==> config.mk <==
export PLATFORM = sky130hd
export DESIGN_NAME = bank_data_router_flat
export DESIGN_NICKNAME = d
export VERILOG_FILES = /design/src/rtl/bank_data_router_pkg.sv /design/src/rtl/bank_data_router_if.sv /design/src/rtl/bank_data_router_slot.sv /design/src/rtl/bank_data_router.sv /design/src/flat_wrapper.sv
export SDC_FILE = /design/constraint.sdc
export NUM_CORES = 1
export LEC_CHECK = 0
export ABC_AREA = 1
export BUFFER_PORTS_ARGS = -buffer_cell sky130_fd_sc_hd__buf_2
export CAP_MARGIN = 20
export CORE_UTILIZATION = 40
export CTS_BUF_LIST = sky130_fd_sc_hd__clkbuf_4
export DETAILED_ROUTE_END_ITERATION = 8
export PLACE_DENSITY = 0.59
export SYNTH_ARGS = -nofsm -noshare
export SYNTH_HDL_FRONTEND = slang
export SYNTH_SLANG_ARGS = --single-unit
export TNS_END_PERCENT = 30
==> constraint.sdc <==
create_clock -name i_clk -period 4.8 [get_ports i_clk]
set_input_delay 0.72 -clock i_clk [delete_from_list [all_inputs] [get_ports i_clk]]
set_output_delay 0.72 -clock i_clk [all_outputs]
set_load 0.02 [all_outputs]
==> src/rtl/bank_data_router_pkg.sv <==
// Shared constants for the bank data router: bank-select and local-address widths.
package bank_data_router_pkg;

  function automatic int bank_log2(input int n);
    int r;
    r = 0;
    for (int i = 0; i < 31; i++) begin
      if ((1 << i) < n) r = i + 1;
    end
    return r;
  endfunction

  function automatic int sel_width(input int num_banks);
    return bank_log2(num_banks);
  endfunction

  function automatic int local_width(input int addr_width, input int num_banks);
    return addr_width - bank_log2(num_banks);
  endfunction

endpackage

==> src/rtl/bank_data_router_if.sv <==
// Upstream write request plus flattened per-bank request bus of the bank data router.
interface bank_data_router_if #(
  parameter int DATA_WIDTH = 8,
  parameter int ADDR_WIDTH = 8,
  parameter int NUM_BANKS  = 4
) ();
  import bank_data_router_pkg::*;

  localparam int SEL_W   = sel_width(NUM_BANKS);
  localparam int LOCAL_W = local_width(ADDR_WIDTH, NUM_BANKS);

  logic                            i_valid;
  logic                            o_ready;
  logic [ADDR_WIDTH-1:0]           i_addr;
  logic [DATA_WIDTH-1:0]           i_data;
  logic [NUM_BANKS-1:0]            o_bank_valid;
  logic [NUM_BANKS-1:0]            i_bank_ready;
  logic [NUM_BANKS*LOCAL_W-1:0]    o_bank_addr;
  logic [NUM_BANKS*DATA_WIDTH-1:0] o_bank_data;
  logic [SEL_W:0]                  o_pending;

  modport slave (
    input  i_valid, i_addr, i_data, i_bank_ready,
    output o_ready, o_bank_valid, o_bank_addr, o_bank_data, o_pending
  );

  modport master (
    output i_valid, i_addr, i_data, i_bank_ready,
    input  o_ready, o_bank_valid, o_bank_addr, o_bank_data, o_pending
  );
endinterface

==> src/rtl/bank_data_router_slot.sv <==
// One-entry bank slot: load wins over drain, so a same-cycle drain+refill keeps valid high.
module bank_slot #(
  parameter int LOCAL_W    = 6,
  parameter int DATA_WIDTH = 8
) (
  input  logic                  clk,
  input  logic                  rst_n,
  input  logic                  load,
  input  logic                  drain,
  input  logic [LOCAL_W-1:0]    load_addr,
  input  logic [DATA_WIDTH-1:0] load_data,
  output logic                  vld,
  output logic [LOCAL_W-1:0]    addr,
  output logic [DATA_WIDTH-1:0] data
);

  always_ff @(posedge clk or negedge rst_n) begin
    if (!rst_n) begin
      vld  <= 1'b0;
      addr <= '0;
      data <= '0;
    end else if (load) begin
      vld  <= 1'b1;
      addr <= load_addr;
      data <= load_data;
    end else if (drain) begin
      vld  <= 1'b0;
    end
  end

endmodule

==> src/rtl/bank_data_router.sv <==
// Routes write requests to per-bank one-entry slots selected by the top address bits.
module bank_data_router
  import bank_data_router_pkg::*;
#(
  parameter int DATA_WIDTH = 8,
  parameter int ADDR_WIDTH = 8,
  parameter int NUM_BANKS  = 4
) (
  input  logic i_clk,
  input  logic i_rst_n,
  bank_data_router_if.slave bus
);

  localparam int SEL_W   = sel_width(NUM_BANKS);
  localparam int LOCAL_W = local_width(ADDR_WIDTH, NUM_BANKS);
  localparam int PEND_W  = SEL_W + 1;

  logic [SEL_W-1:0]                      sel;
  logic [LOCAL_W-1:0]                    loc;
  logic                                  ready;
  logic                                  accept;
  logic [NUM_BANKS-1:0]                  slot_vld;
  logic [NUM_BANKS-1:0]                  load;
  logic [NUM_BANKS-1:0]                  drain;
  logic [NUM_BANKS-1:0]                  nxt_vld;
  logic [NUM_BANKS-1:0][LOCAL_W-1:0]     slot_addr;
  logic [NUM_BANKS-1:0][DATA_WIDTH-1:0]  slot_data;
  logic [NUM_BANKS*LOCAL_W-1:0]          addr_flat;
  logic [NUM_BANKS*DATA_WIDTH-1:0]       data_flat;
  logic [PEND_W-1:0]                     pend_nxt;
  logic [PEND_W-1:0]                     pend_q;

  assign sel    = bus.i_addr[ADDR_WIDTH-1 -: SEL_W];
  assign loc    = bus.i_addr[LOCAL_W-1:0];
  // Combinational from i_addr/i_bank_ready: a draining slot can be refilled in the same cycle.
  assign ready  = !slot_vld[sel] || bus.i_bank_ready[sel];
  assign accept = bus.i_valid && ready;

  for (genvar k = 0; k < NUM_BANKS; k++) begin : g_bank
    assign load[k]  = accept && (sel == SEL_W'(k));
    assign drain[k] = slot_vld[k] && bus.i_bank_ready[k];

    bank_slot #(
      .LOCAL_W    (LOCAL_W),
      .DATA_WIDTH (DATA_WIDTH)
    ) u_slot (
      .clk       (i_clk),
      .rst_n     (i_rst_n),
      .load      (load[k]),
      .drain     (drain[k]),
      .load_addr (loc),
      .load_data (bus.i_data),
      .vld       (slot_vld[k]),
      .addr      (slot_addr[k]),
      .data      (slot_data[k])
    );
  end

  // Empty slots present zeros so stale contents never leak onto the bank bus.
  always_comb begin
    addr_flat = '0;
    data_flat = '0;
    for (int k = 0; k < NUM_BANKS; k++) begin
      if (slot_vld[k]) begin
        addr_flat[k*LOCAL_W +: LOCAL_W]       = slot_addr[k];
        data_flat[k*DATA_WIDTH +: DATA_WIDTH] = slot_data[k];
      end
    end
  end

  // Occupancy tracks the slot valids exactly, computed from their next-state values.
  always_comb begin
    nxt_vld  = load | (slot_vld & ~drain);
    pend_nxt = '0;
    for (int k = 0; k < NUM_BANKS; k++) begin
      pend_nxt = pend_nxt + PEND_W'(nxt_vld[k]);
    end
  end

  always_ff @(posedge i_clk or negedge i_rst_n) begin
    if (!i_rst_n) pend_q <= '0;
    else          pend_q <= pend_nxt;
  end

  assign bus.o_ready      = ready;
  assign bus.o_bank_valid = slot_vld;
  assign bus.o_bank_addr  = addr_flat;
  assign bus.o_bank_data  = data_flat;
  assign bus.o_pending    = pend_q;

endmodule
==> src/flat_wrapper.sv <==
// flat-port wrapper written by rule: the top's interface ports become plain ports
module bank_data_router_flat import bank_data_router_pkg::*;
#(
  parameter int DATA_WIDTH = 8,
  parameter int ADDR_WIDTH = 8,
  parameter int NUM_BANKS  = 4
)
  (i_clk, i_rst_n, bus_i_valid, bus_i_addr, bus_i_data, bus_i_bank_ready, bus_o_ready, bus_o_bank_valid, bus_o_bank_addr, bus_o_bank_data, bus_o_pending);
  bank_data_router_if #(.DATA_WIDTH(DATA_WIDTH), .ADDR_WIDTH(ADDR_WIDTH), .NUM_BANKS(NUM_BANKS)) bus_i ();
  input  logic i_clk;
  input  logic i_rst_n;
  input wire logic [$bits(bus_i.i_valid)-1:0] bus_i_valid;
  input wire logic [$bits(bus_i.i_addr)-1:0] bus_i_addr;
  input wire logic [$bits(bus_i.i_data)-1:0] bus_i_data;
  input wire logic [$bits(bus_i.i_bank_ready)-1:0] bus_i_bank_ready;
  output wire logic [$bits(bus_i.o_ready)-1:0] bus_o_ready;
  output wire logic [$bits(bus_i.o_bank_valid)-1:0] bus_o_bank_valid;
  output wire logic [$bits(bus_i.o_bank_addr)-1:0] bus_o_bank_addr;
  output wire logic [$bits(bus_i.o_bank_data)-1:0] bus_o_bank_data;
  output wire logic [$bits(bus_i.o_pending)-1:0] bus_o_pending;
  assign bus_i.i_valid = bus_i_valid;
  assign bus_i.i_addr = bus_i_addr;
  assign bus_i.i_data = bus_i_data;
  assign bus_i.i_bank_ready = bus_i_bank_ready;
  assign bus_o_ready = bus_i.o_ready;
  assign bus_o_bank_valid = bus_i.o_bank_valid;
  assign bus_o_bank_addr = bus_i.o_bank_addr;
  assign bus_o_bank_data = bus_i.o_bank_data;
  assign bus_o_pending = bus_i.o_pending;
  bank_data_router #(.DATA_WIDTH(DATA_WIDTH), .ADDR_WIDTH(ADDR_WIDTH), .NUM_BANKS(NUM_BANKS)) u_core (.i_clk(i_clk), .i_rst_n(i_rst_n), .bus(bus_i));
endmodule
* Word-level counts from Yosys, hierarchy flattened *
Cells that the tools add are included.

storage, ports and cells
  input port bits = 23
  output and inout bits = 64
  bits in registers = 63
  logic and storage cells = 59

operators by class
  eq/ne operators = 3
  multiplexer cells = 20
  add/subtract/negate cells = 3
  $lt $le $gt $ge = 1
  reduce and logical (&&, ||, !) cells = 16
  bitwise operators = 3

operators with widths
  cell                                                                          number
  8-bit 2-to-1 mux                                                              4
  6-bit 2-to-1 mux                                                              4
  1-bit 2-to-1 mux                                                              10
  1-bit logical AND                                                             9
  2-bit nonzero test                                                            4
  3-bit by 1-bit adder with 3-bit output                                        2
  4-bit AND                                                                     1
  1-bit binary-select mux with 2-bit select                                     2
  2-bit equality test, second input constant                                    2
  4-bit NOT                                                                     1
  4-bit bitwise OR                                                              1
  2-bit by 3-bit less-than comparator with 1-bit output, second input constant  1
  1-bit by 1-bit adder with 2-bit output                                        1
  2-bit by 1-bit equality test with 1-bit output, second input constant         1
  2-bit zero test                                                               1
  1-bit zero test                                                               1
  1-bit logical OR                                                              1

* Longest topological paths before layout *
Gate-level depths: netlist (run 1).

  word-level depth = 10
  gate-level depth with buffers = 13
  gate-level depth less buffers = 11

* By module *
Synthesis (run 1) repeated with hierarchy kept, for this count alone.

second synthesis, totals
  cells, all modules = 431
  area, all modules = 3067.9 µm²

modules (own cells, without submodules)
  module            sequential area each (µm²)  area an instance (µm²)  times used  cells an instance
  bank_slot         375.4                       566.8                   4           63
  bank_data_router  75.1                        800.8                   1           179

* Worst setup path after synthesis (run 1) *
No wires, ideal clock.

  kind = input port to flip-flop
  start point = input port bus_i_addr[6]
  end point = register u_core.pend_q[1] (netlist: u_core.bus.o_pending[1])
  stages = 12
  data arrival time = 2596 ps
  path slack = 2078 ps
  required time = 4674 ps
  path buffers = 2
  setup time = 126 ps
  cells stage by stage = buf_4 > inv_1 > nand3_1 > nand2_1 > nor2_4 > nand2_8 > nand3_4 > buf_4 > o21ai_0 > ha_1 > fa_1 > ha_1

on the way
  cells in the longest elaborated chain, start to end = 10
  elaborated cells on any way between the ends = 19
  those cells by class = 3 x add/sub; 3 x eq/ne; 4 x mux; 1 x bitwise; 8 x reduce/logical

RTL lines
  element                                     RTL line                source
  start: declaration                          flat_wrapper.sv:13      input wire logic [$bits(bus_i.i_addr)-1:0] bus_i_addr;
  1-bit binary-select mux with 2-bit select   bank_data_router.sv:36  assign ready = !slot_vld[sel] || bus.i_bank_ready[sel];
  1-bit 2-to-1 mux (implied by the code)      bank_data_router.sv:36
  1-bit zero test                             bank_data_router.sv:36
  1-bit logical OR                            bank_data_router.sv:36
  1-bit logical AND                           bank_data_router.sv:37  assign accept = bus.i_valid && ready;
  1-bit logical AND                           bank_data_router.sv:40  assign load[k] = accept && (sel == SEL_W'(k));
  4-bit bitwise OR (*)                        bank_data_router.sv:73  nxt_vld = load | (slot_vld & ~drain);
  1-bit by 1-bit adder with 2-bit output      bank_data_router.sv:76  pend_nxt = pend_nxt + PEND_W'(nxt_vld[k]);
  3-bit by 1-bit adder with 3-bit output      bank_data_router.sv:76
  3-bit by 1-bit adder with 3-bit output (*)  bank_data_router.sv:76
  net u_core.pend_nxt[1]                      bank_data_router.sv:30  logic [PEND_W-1:0] pend_nxt;
  end signal: assignment                      bank_data_router.sv:82  else pend_q <= pend_nxt;
  end: declaration                            bank_data_router.sv:31  logic [PEND_W-1:0] pend_q;

The timed path passes the listed nets; every way through them passes the cells marked *. The select of a mux whose other input is x is not followed.
A chain may end at the register's enable or synchronous reset.

* Final worst setup path (run 1) *
Ends and elaborated chain as after synthesis.

==> impl_results.md, run 1 <==
* I/O pins at 87
* CTS resizes at 0
* Dpl ws at 1.528 ns
* Max Slew Vio Count at 0
* Area Overhead vs Synth at 15.46%
* Worst EP required at 5.10 ns
* Critical-path cell list: buf_2 > inv_1 > nor2_1 > nand3_4 > o21ai_0 > ha_1 > fa_1 > ha_1
* Syn_area_per_cell at 7.803 sq um
* Worst setup SP type: primary input
* Critical path class: primary input to flop
* CP max-delay cell: nor2_1
* Synth Instances at 419
* WP buf/inv at 2
* Routed WL at 8134 um
* Finished Cell Area at 3775 sq um
* Core footprint at 7807 sq um
* Post-synth top area share at 48.22%
* TritonRoute pass-1 iters at 4
* CP endpoint kind: flop
* Synth Warn # at 0
* R2r setup slk at 2.00 ns
* Area post-placement at 3643 sq um
* Diodes inserted at 0
* Setup TNS at 0 ns
* Post-synthesis cell type count at 18
* Min Hold Slack at 0.4709 ns
* Main flop type after synthesis: dfrtp_1
* Top-count cell post-synth: nand2_1
* Synth top area cells: dfrtp_1 48%, nand2_1 20%, nand4_1 11%
* Synth Net Count at 445
* RSZ-0062 raised after global routing: false
* Initial antenna violation count at 0
* Setup violators final at 0
* DRC viols at 0
* Yosys reg bits at 63
* Die width at 92.41 um
* Hpwl dp at 5549 um
* Clock sink count at 63
* Worst slew pin tran at 1.021 ns
* CTS tree: yes
* Tot GR Track Use at 20.61%
* Die area at 8539 sq um
* Post-route setup slack at 1.939 ns
* Critical path's top delay family: simple AND/OR/NAND/NOR gates
* Period utilization at 59.61%
* H-tree depth at 3
* WL per Instance at 13.74 um
* Synth Cell Area at 3269 sq um
* Number of synthesized flops with an enable pin at 0
* Clk buf depth at 2
* Endpoints failing hold at 0
* Slew headroom at 31.65%
* Post-CTS Setup Repair Bufs at 0
* R2R depth at 10
* Initial DRC count at 228
* Filler Cells Inserted at 836
* Crit-path max FO at 16
* Ys async rst share at 100.0%
* Via density at 4.782
* Cts bufs inserted at 9
* Max Clock Skew at 0.01017 ns
* Largest net degree at the start of global routing at 64
* Die height at 92.41 um
* MaxCap Viol Count at 0
* Vias in the first global route at 2588
* Clk slew on worst S/H paths at 0.11 ns
* NumNets Final at 511
* Power Density at 357.0 nW/um^2
* Fin crit period at 2.861 ns
* Hold buffer count at cts at 0
* Port bufs at 86
* Worst hold path class: primary input to asynchronous set/reset pin
* Arr. time, crit path at 3.16 ns
* RePlAce Congestion at 0.7654
* Synth top cells by count: 178 x nand2_1, 63 x dfrtp_1, 62 x inv_1, 56 x nand4_1, 11 x clkbuf_1
* FP Rows at 32
* R2r endpoint: u_core.bus.o_pending[1]
* Largest stage delay on the critical path at 0.73 ns
* Register area at 1577 sq um
* Layout cells sized above 1 at 23.27%
* Routed Antenna Nets at 0
* Levels on crit path at 8
* Clk Tree Root Cell: clkbuf_4
* Global-route wire length before repair at 13270 um
* Worst r2r src: u_core.g_bank[3].u_slot.vld
* Status: completed
* Area leader, netlist: dfrtp_1
* VDD IR max at 0.2124 mV
* Cell leakage power at 0.002485 uW
* Top cell by count, worst path: ha_1
* Vias post-DR at 2831
* Max Fclk at 349.5 MHz
* Footprint of the multi-input gates at 1257 sq um
* Util after Layout at 48.35%
* GRT overflow at 0
* Register area share after synthesis at 48.22%
* Starting Density at 41.88%
* Skew-Pair Late Insertion Delay at 0.41 ns
==> final cells by class <==
cell class              instances  area share, %
repair buffers                 88          11.80
inverters                      63          6.265
multi-input cells             260          33.31
flip-flops and latches         63          41.76
clock buffers                   9          1.790
well taps                     102          3.381
clock inverters                 7          1.690
==> flip-flops by register name (all words and copies together), names as in the netlist <==
name,flops
u_core.g_bank.u_slot.vld,4
u_core.g_bank.u_slot.data,32
u_core.g_bank.u_slot.addr,24
u_core.bus.o_pending,3
==> report_power, final <==
part / internal (uW) / total [uW] / switching, uW
sequential: 632 / 698 / 66.7
combinational: 97.6 / 299 / 201
clock: 154 / 351 / 197
==> worst reg2reg max path: stages (launching register included) <==
cell and delay [ns]:
dfrtp_1 0.68, nand2_1 0.11, nand2_1 0.08, nand2_1 0.05
nand2_2 0.12, nand2_8 0.24, nand3_4 0.26, o21ai_0 0.13
ha_1 0.33, fa_1 0.41, ha_1 0.28
==> cells by family after synthesis <==
kind of cell / Yosys count / synth area share, %
AO/OA/AOI/OAI: 8 / 1.225
AND/OR/NAND/NOR: 249 / 35.86
buffers and inverters: 96 / 13.32
flip-flops: 63 / 48.22
adder cells (fa/ha/maj): 3 / 1.378
==> placed cells by master, fill, tap and decap left out, drive strengths merged <==
| cell | instances |
|---|---|
| ha | 2 |
| o21ai | 8 |
| nand3 | 7 |
| fa | 1 |
| nor2 | 4 |
| nand2 | 182 |
| buf | 88 |
| clkinv | 4 |
| inv | 63 |
| bufinv | 1 |
| nand4 | 56 |
| dfrtp | 63 |
| clkbuf | 9 |
| clkinvlp | 2 |
==> per-layer routing <==
metal | global-route usage (%) | wire length (um) | vias to the layer above
met2 | 29.14 | 3467 | 86
met4 | 7.161 | 93 | 0
met3 | 5.337 | 513 | 9
met5 | 0 | 0 | -
li1 | - | - | 1439
met1 | 30.34 | 4059 | 1297
==> stage by stage <==
stage                     cells  power (uW)
after CTS                   592        1361
after global routing        592        1429
after detailed placement    576        1011
after floorplan             419       910.3
after global placement      576        1004
final                       592        1348
==> worst max-delay path by stage <==
stage                                      from                       to
global route        u_core.g_bank[3].u_slot.vld  u_core.bus.o_pending[1]
CTS                 u_core.g_bank[3].u_slot.vld  u_core.bus.o_pending[1]
floorplan                         bus_i_addr[6]  u_core.bus.o_pending[1]
finish                            bus_i_addr[6]  u_core.bus.o_pending[1]
detailed placement                bus_i_addr[6]  u_core.bus.o_pending[1]
global placement                  bus_i_addr[7]  u_core.bus.o_pending[1]
Power figures use the tool's default switching activity.
==> run 2, diff against run 1 <==
--- a/config.mk
+++ b/config.mk
@@ -11,7 +11,7 @@
 export CORE_UTILIZATION = 40
 export CTS_BUF_LIST = sky130_fd_sc_hd__clkbuf_4
 export DETAILED_ROUTE_END_ITERATION = 8
-export PLACE_DENSITY = 0.59
+export PLACE_DENSITY = 0.62
 export SYNTH_ARGS = -nofsm -noshare
 export SYNTH_HDL_FRONTEND = slang
 export SYNTH_SLANG_ARGS = --single-unit
==> constraint.sdc (replaced) <==
create_clock -name i_clk -period 2.4 [get_ports i_clk]
set_input_delay 0.36 -clock i_clk [delete_from_list [all_inputs] [get_ports i_clk]]
set_output_delay 0.36 -clock i_clk [all_outputs]
set_load 0.02 [all_outputs]
==> run 2 against run 1 <==
Compared with the run above: register-to-register slack lost 1.6 ns; sequential power grew 98%; global-route usage grew 0.62 points; flip-flop and latch count is the same; clock skew grew 0.0084 ns; total power grew 100%; critical path depth shrank 1; worst setup slack lost 1.6 ns; clock-buffer cell count grew 1; worst hold slack lost 0.35 ns; critical path type is now flop to primary output; critical endpoint is now bus_o_ready; largest cell class unchanged; largest power group unchanged; highest routed layer unchanged.
==> impl_results.md, run 2 (synthesis results as in run 1) <==
* Status: completed
* Worst EP required at 2.04 ns
* Slew headroom at 45.12%
* Tot Pwr at 2714 uW
* Core footprint at 7807 sq um
* Worst hold path class: primary input to asynchronous set/reset pin
* Power Density at 700.7 nW/um^2
* Diodes inserted at 0
* Vias in the first global route at 2725
* Tot GR Track Use at 21.23%
* Starting Density at 41.88%
* Routed Antenna Nets at 0
* Filler Cells Inserted at 845
* Biggest regs: u_core.g_bank.u_slot.data (32), u_core.g_bank.u_slot.addr (24), u_core.g_bank.u_slot.vld (4)
* Cts bufs inserted at 9
* Initial DRC count at 104
* Clk buf depth at 2
* Arr. time, crit path at 1.73 ns
* Skew-Pair Late Insertion Delay at 0.40 ns
* Worst setup SP type: flop
* H-tree depth at 3
* CTS tree: yes
* Hold buffer count at cts at 0
* Critical path class: flop to primary output
* Cell leakage power at 0.002550 uW
* VDD IR max at 0.3220 mV
* DRC viols at 0
* Routed WL at 8515 um
* NumNets Final at 525
* Port bufs at 86
* Post-route setup slack at 0.3132 ns
* Max Clock Skew at 0.01857 ns
* TritonRoute pass-1 iters at 4
* Largest net degree at the start of global routing at 64
* Max Fclk at 479.2 MHz
* Vias post-DR at 2976
* CTS resizes at 0
* Global-route wire length before repair at 13880 um
* Clk slew on worst S/H paths at 0.10 ns
* Dpl ws at 0.04749 ns
* Initial antenna violation count at 0
* Clk Tree Root Cell: clkbuf_4
* WL per Instance at 14.07 um
* Setup TNS at 0 ns
* Hpwl dp at 5709 um
* RePlAce Congestion at 0.8135
* Die width at 92.41 um
* Commonest non-fill, non-tap cell in the layout: nand2_1
* Die area at 8539 sq um
* Die height at 92.41 um
* RSZ-0062 raised after global routing: false
* Post-CTS Setup Repair Bufs at 0
* CP endpoint kind: primary output
* Worst slew pin tran at 0.8232 ns
* Crit-path max FO at 30
* Finished Cell Area at 3874 sq um
* Clock sink count at 63
* GRT overflow at 0
* FP Rows at 32
* MaxCap Viol Count at 0
* Max Slew Vio Count at 0
* Most frequent cells in the layout: 178 x nand2_1, 86 x buf_2, 63 x dfrtp_1
* Largest register FFs at 32
* Setup violators final at 0
* Period utilization at 86.95%
* Fin crit period at 2.087 ns
* Area post-placement at 3749 sq um
* I/O pins at 87
* Largest reg by FF count: u_core.g_bank.u_slot.data
* Via density at 4.919
* Area Overhead vs Synth at 18.48%
* Layout cells sized above 1 at 25.05%
* Endpoints failing hold at 0
## run 2: changes by cell type in the layout (fill, tap and decap cells not counted), sizes merged
cell / before / now
buf: 88 / 102
clkbuf: 9 / 10
clkinv: 4 / 3
clkinvlp: 2 / 1
## run 2: metal layers
metal,global-route usage (%),vias up,wire [um]
met4,8.203,0,185
li1,-,1463,-
met1,29.88,1411,4044
met5,0,-,0
met3,3.202,13,428
met2,32.90,89,3857
## run 2: layout make-up
cell class | instances | area, sq um | area share [%]
flip-flops and latches | 63 | 1577 | 40.70
well taps | 102 | 127.6 | 3.295
inverters | 63 | 236.5 | 6.105
repair buffers | 102 | 550.5 | 14.21
clock inverters | 5 | 50.05 | 1.292
clock buffers | 10 | 75.07 | 1.938
multi-input cells | 260 | 1257 | 32.46
## run 2: where the power goes
part	leakage [uW]	internal (uW)	switching (uW)
Combinational	0.00169	214	435
Clock	0.0000673	316	373
Sequential	0.000792	1260	113
## run 2: final timing paths
check / from / to / slack, ns / cells after the start
setup / recovery: u_core.g_bank[1].u_slot.vld / bus_o_ready / 0.31 / 7
hold / removal: i_rst_n / u_core.g_bank[0].u_slot.addr[4] / 0.12 / 2
setup reg to reg: u_core.g_bank[1].u_slot.vld / u_core.bus.o_pending[1] / 0.41 / 10
hold reg to reg: u_core.g_bank[0].u_slot.addr[4] / u_core.g_bank[0].u_slot.addr[4] / 0.48 / 2
max in group asynchronous: i_rst_n / u_core.g_bank[3].u_slot.addr[3] / 1.71 / 2
min in group i_clk: bus_i_bank_ready[2] / u_core.g_bank[2].u_slot.vld / 0.17 / 2
## run 2: worst max-delay path, cell delays in order, from the launching register on
cell and delay (ns):
dfrtp_1 0.40, nand2_1 0.07, nand2_1 0.05, nand2_1 0.06
nand2_2 0.08, nand2_8 0.12, buf_4 0.32, buf_2 0.23
## run 2: metrics by stage
step / cells / hold WS [ns] / util [%]
4_1_cts: 605 / 0.1394 / 49.62
5_1_grt: 605 / 0.1794 / 49.62
3_5_place_dp: 590 / 0.4591 / 48.01
2_1_floorplan: 419 / 0.06441 / -
3_3_place_gp: 590 / 0.4546 / 48.01
6_report: 605 / 0.1163 / 49.62
==> run 3, diff against run 2 <==
--- a/config.mk
+++ b/config.mk
@@ -14,5 +14,6 @@
 export PLACE_DENSITY = 0.62
 export SYNTH_ARGS = -nofsm -noshare
 export SYNTH_HDL_FRONTEND = slang
+export SYNTH_HIERARCHICAL = 1
 export SYNTH_SLANG_ARGS = --single-unit
 export TNS_END_PERCENT = 30
==> run 3 against run 2 <==
Compared with the run above: flip-flop and latch count unchanged; synthesized area down 6.2%; critical path depth up 3; non-clock buffer count down 7; total power up 30%; design area down 5.3%; global-route usage down 0.69 points; sequential share of layout area up 2.3 points; combinational power up 120%; clock-buffer cell count up 2; highest routed layer unchanged.
==> impl_results.md, run 3 <==
* Largest register FFs at 32
* Post-synth top area share at 51.39%
* Clk slew on worst S/H paths at 0.11 ns
* Endpoints failing hold at 0
* Via density at 4.440
* CP endpoint kind: flop
* Period utilization at 82.39%
* Routed WL at 7365 um
* Synth Warn # at 6
* Clk buf depth at 2
* Skew-Pair Late Insertion Delay at 0.40 ns
* Met3 wire len at 430 um
* Synth Cell Area at 3068 sq um
* RePlAce Congestion at 0.8751
* Arr. time, crit path at 2.27 ns
* Top-count cell post-synth: nand2_1
* Setup TNS at 0 ns
* Largest reg by FF count: u_core/g_bank.u_slot/data
* Top layer in use: met4
* Biggest regs: u_core/g_bank.u_slot/data (32), u_core/g_bank.u_slot/addr (24), u_core/g_bank.u_slot/vld (4)
* R2R depth at 10
* Starting Density at 41.85%
* Number of synthesized flops with an enable pin at 0
* H-tree depth at 3
* Port bufs at 86
* Synth Instances at 431
* Met2 wire len at 3530 um
* Worst setup SP type: flop
* Largest net degree at the start of global routing at 32
* Post-synthesis cell type count at 13
* Worst slew pin tran at 0.6961 ns
* DRC viols at 0
* Main flop type after synthesis: dfrtp_1
* Status: completed
* VDD IR max at 0.4283 mV
* M1 WL at 3311 um
* Slew headroom at 53.59%
* Register area share after synthesis at 51.39%
* Tot GR Track Use at 20.54%
* Max Clock Skew at 0.01502 ns
* Clock sink count at 63
* Vias in the first global route at 2595
* GRT overflow at 0
* Worst hold path class: primary input to flop
* Setup violators final at 0
* Initial antenna violation count at 0
* Max Slew Vio Count at 0
* NumNets Final at 546
* Core footprint at 7331 sq um
* Syn_area_per_cell at 7.118 sq um
* I/O pins at 87
* Routed Antenna Nets at 0
* Vias post-DR at 2766
* Synth top cells by count: 257 x nand2_1, 73 x inv_1, 63 x dfrtp_1, 8 x buf_2, 7 x nand3_1
* Worst EP required at 2.70 ns
* WL per Instance at 11.82 um
* CTS tree: yes
* Finished Cell Area at 3667 sq um
* Most frequent cells in the layout: 257 x nand2_1, 86 x buf_2, 73 x inv_1
* Cts bufs inserted at 9
* Area leader, netlist: dfrtp_1
* Hpwl dp at 5427 um
* Max Fclk at 505.7 MHz
* Ys async rst share at 100.0%
* Power Density at 958.5 nW/um^2
* Diodes inserted at 0
* Area post-placement at 3556 sq um
* RSZ-0062 raised after global routing: false
* Area Overhead vs Synth at 19.54%
* Util after Layout at 50.03%
* Layout cells sized above 1 at 21.76%
* Crit-path max FO at 5
* Die width at 89.58 um
* Synth Net Count at 457
* Synth top area cells: dfrtp_1 51%, nand2_1 31%, inv_1 8.9%
* TritonRoute pass-1 iters at 4
* MaxCap Viol Count at 0
* FP Rows at 31
* Yosys reg bits at 63
* Fin crit period at 1.977 ns
* Die height at 89.58 um
* Critical path class: flop to flop
* Clk Tree Root Cell: clkbuf_4
* Commonest non-fill, non-tap cell in the layout: nand2_1
* Initial DRC count at 182
* Hold path cells at 3
* Global-route wire length before repair at 12340 um
* Post-CTS Setup Repair Bufs at 0
* Cell leakage power at 0.002627 uW
* Die area at 8024 sq um
[run 3: cells by family (layout without fill, tap and decap cells)]
| logic type | after synthesis | in the layout | share of synthesized area [%] |
|---|---|---|---|
| DFF | 63 | 63 | 51.39 |
| and+or+nand+nor | 269 | 269 | 33.36 |
| buffers and inverters | 96 | 189 | 13.78 |
| adders and majority gates | 3 | 3 | 1.468 |
[run 3: what timing repair did]
item	4_1_cts	5_1_grt
hold buffers	1	0
endpoints found under the setup margin	0	0
endpoints found under the hold margin	1	0
resized for setup	0	0
[run 3: critical path, stage by stage, from the launching register on]
cell,delay [ns]
dfrtp_1,0.37
nand2_1,0.07
nand2_1,0.08
nand2_1,0.05
nand2_1,0.07
nand2_2,0.08
nand3_1,0.10
nand2_1,0.08
fa_1,0.49
ha_1,0.21
ha_1,0.26
[run 3: layout make-up]
class / instances / area (sq um)
inverter: 79 / 296.5
sequential: 63 / 1577
multi-input combinational: 272 / 1069
fill: 809 / 3664
clock buffer: 12 / 90.09
clock inverter: 3 / 11.26
timing repair buffer: 95 / 500.5
tap: 99 / 123.9
[run 3: routing by layer]
layer | GRT usage, % | up-vias
li1 | - | 1392
met1 | 27.00 | 1280
met2 | 33.68 | 83
met3 | 3.291 | 11
met4 | 8.947 | 0
met5 | 0 | -
[run 3: power by group]
group / internal (uW) / total, uW / switching [uW]
registers: 1350 / 1500 / 154
clock network: 234 / 594 / 360
logic: 458 / 1420 / 960
total: 2040 / 3520 / 1470
[run 3: path summary, 6_finish.rpt]
path | start | end | slack (ns)
max in group asynchronous | i_rst_n | u_core/g_bank[2].u_slot/addr[1] | 1.13
min | bus_i_data[5] | u_core/g_bank[1].u_slot/data[5] | 0.22
min in group asynchronous | i_rst_n | u_core/g_bank[3].u_slot/addr[5] | 0.55
min reg2reg | u_core/g_bank[0].u_slot/addr[1] | u_core/g_bank[0].u_slot/addr[1] | 0.48
max reg2reg | u_core/g_bank[3].u_slot/vld | u_core/bus.o_pending[1] | 0.42
max | u_core/g_bank[3].u_slot/vld | u_core/bus.o_pending[1] | 0.42
[run 3: per-stage QoR]
stage | cells | hold WS (ns) | total power [uW] | worst slack (ns)
final | 623 | 0.2244 | 3515 | 0.4227
after global routing | 623 | 0.2215 | 3820 | 0.2722
after CTS | 623 | 0.2068 | 3560 | 0.4152
after detailed placement | 607 | 0.4435 | 2956 | 0.2108
after global placement | 607 | 0.4417 | 2920 | 0.2893
after floorplan | 431 | 0.06441 | 2467 | 0.1919
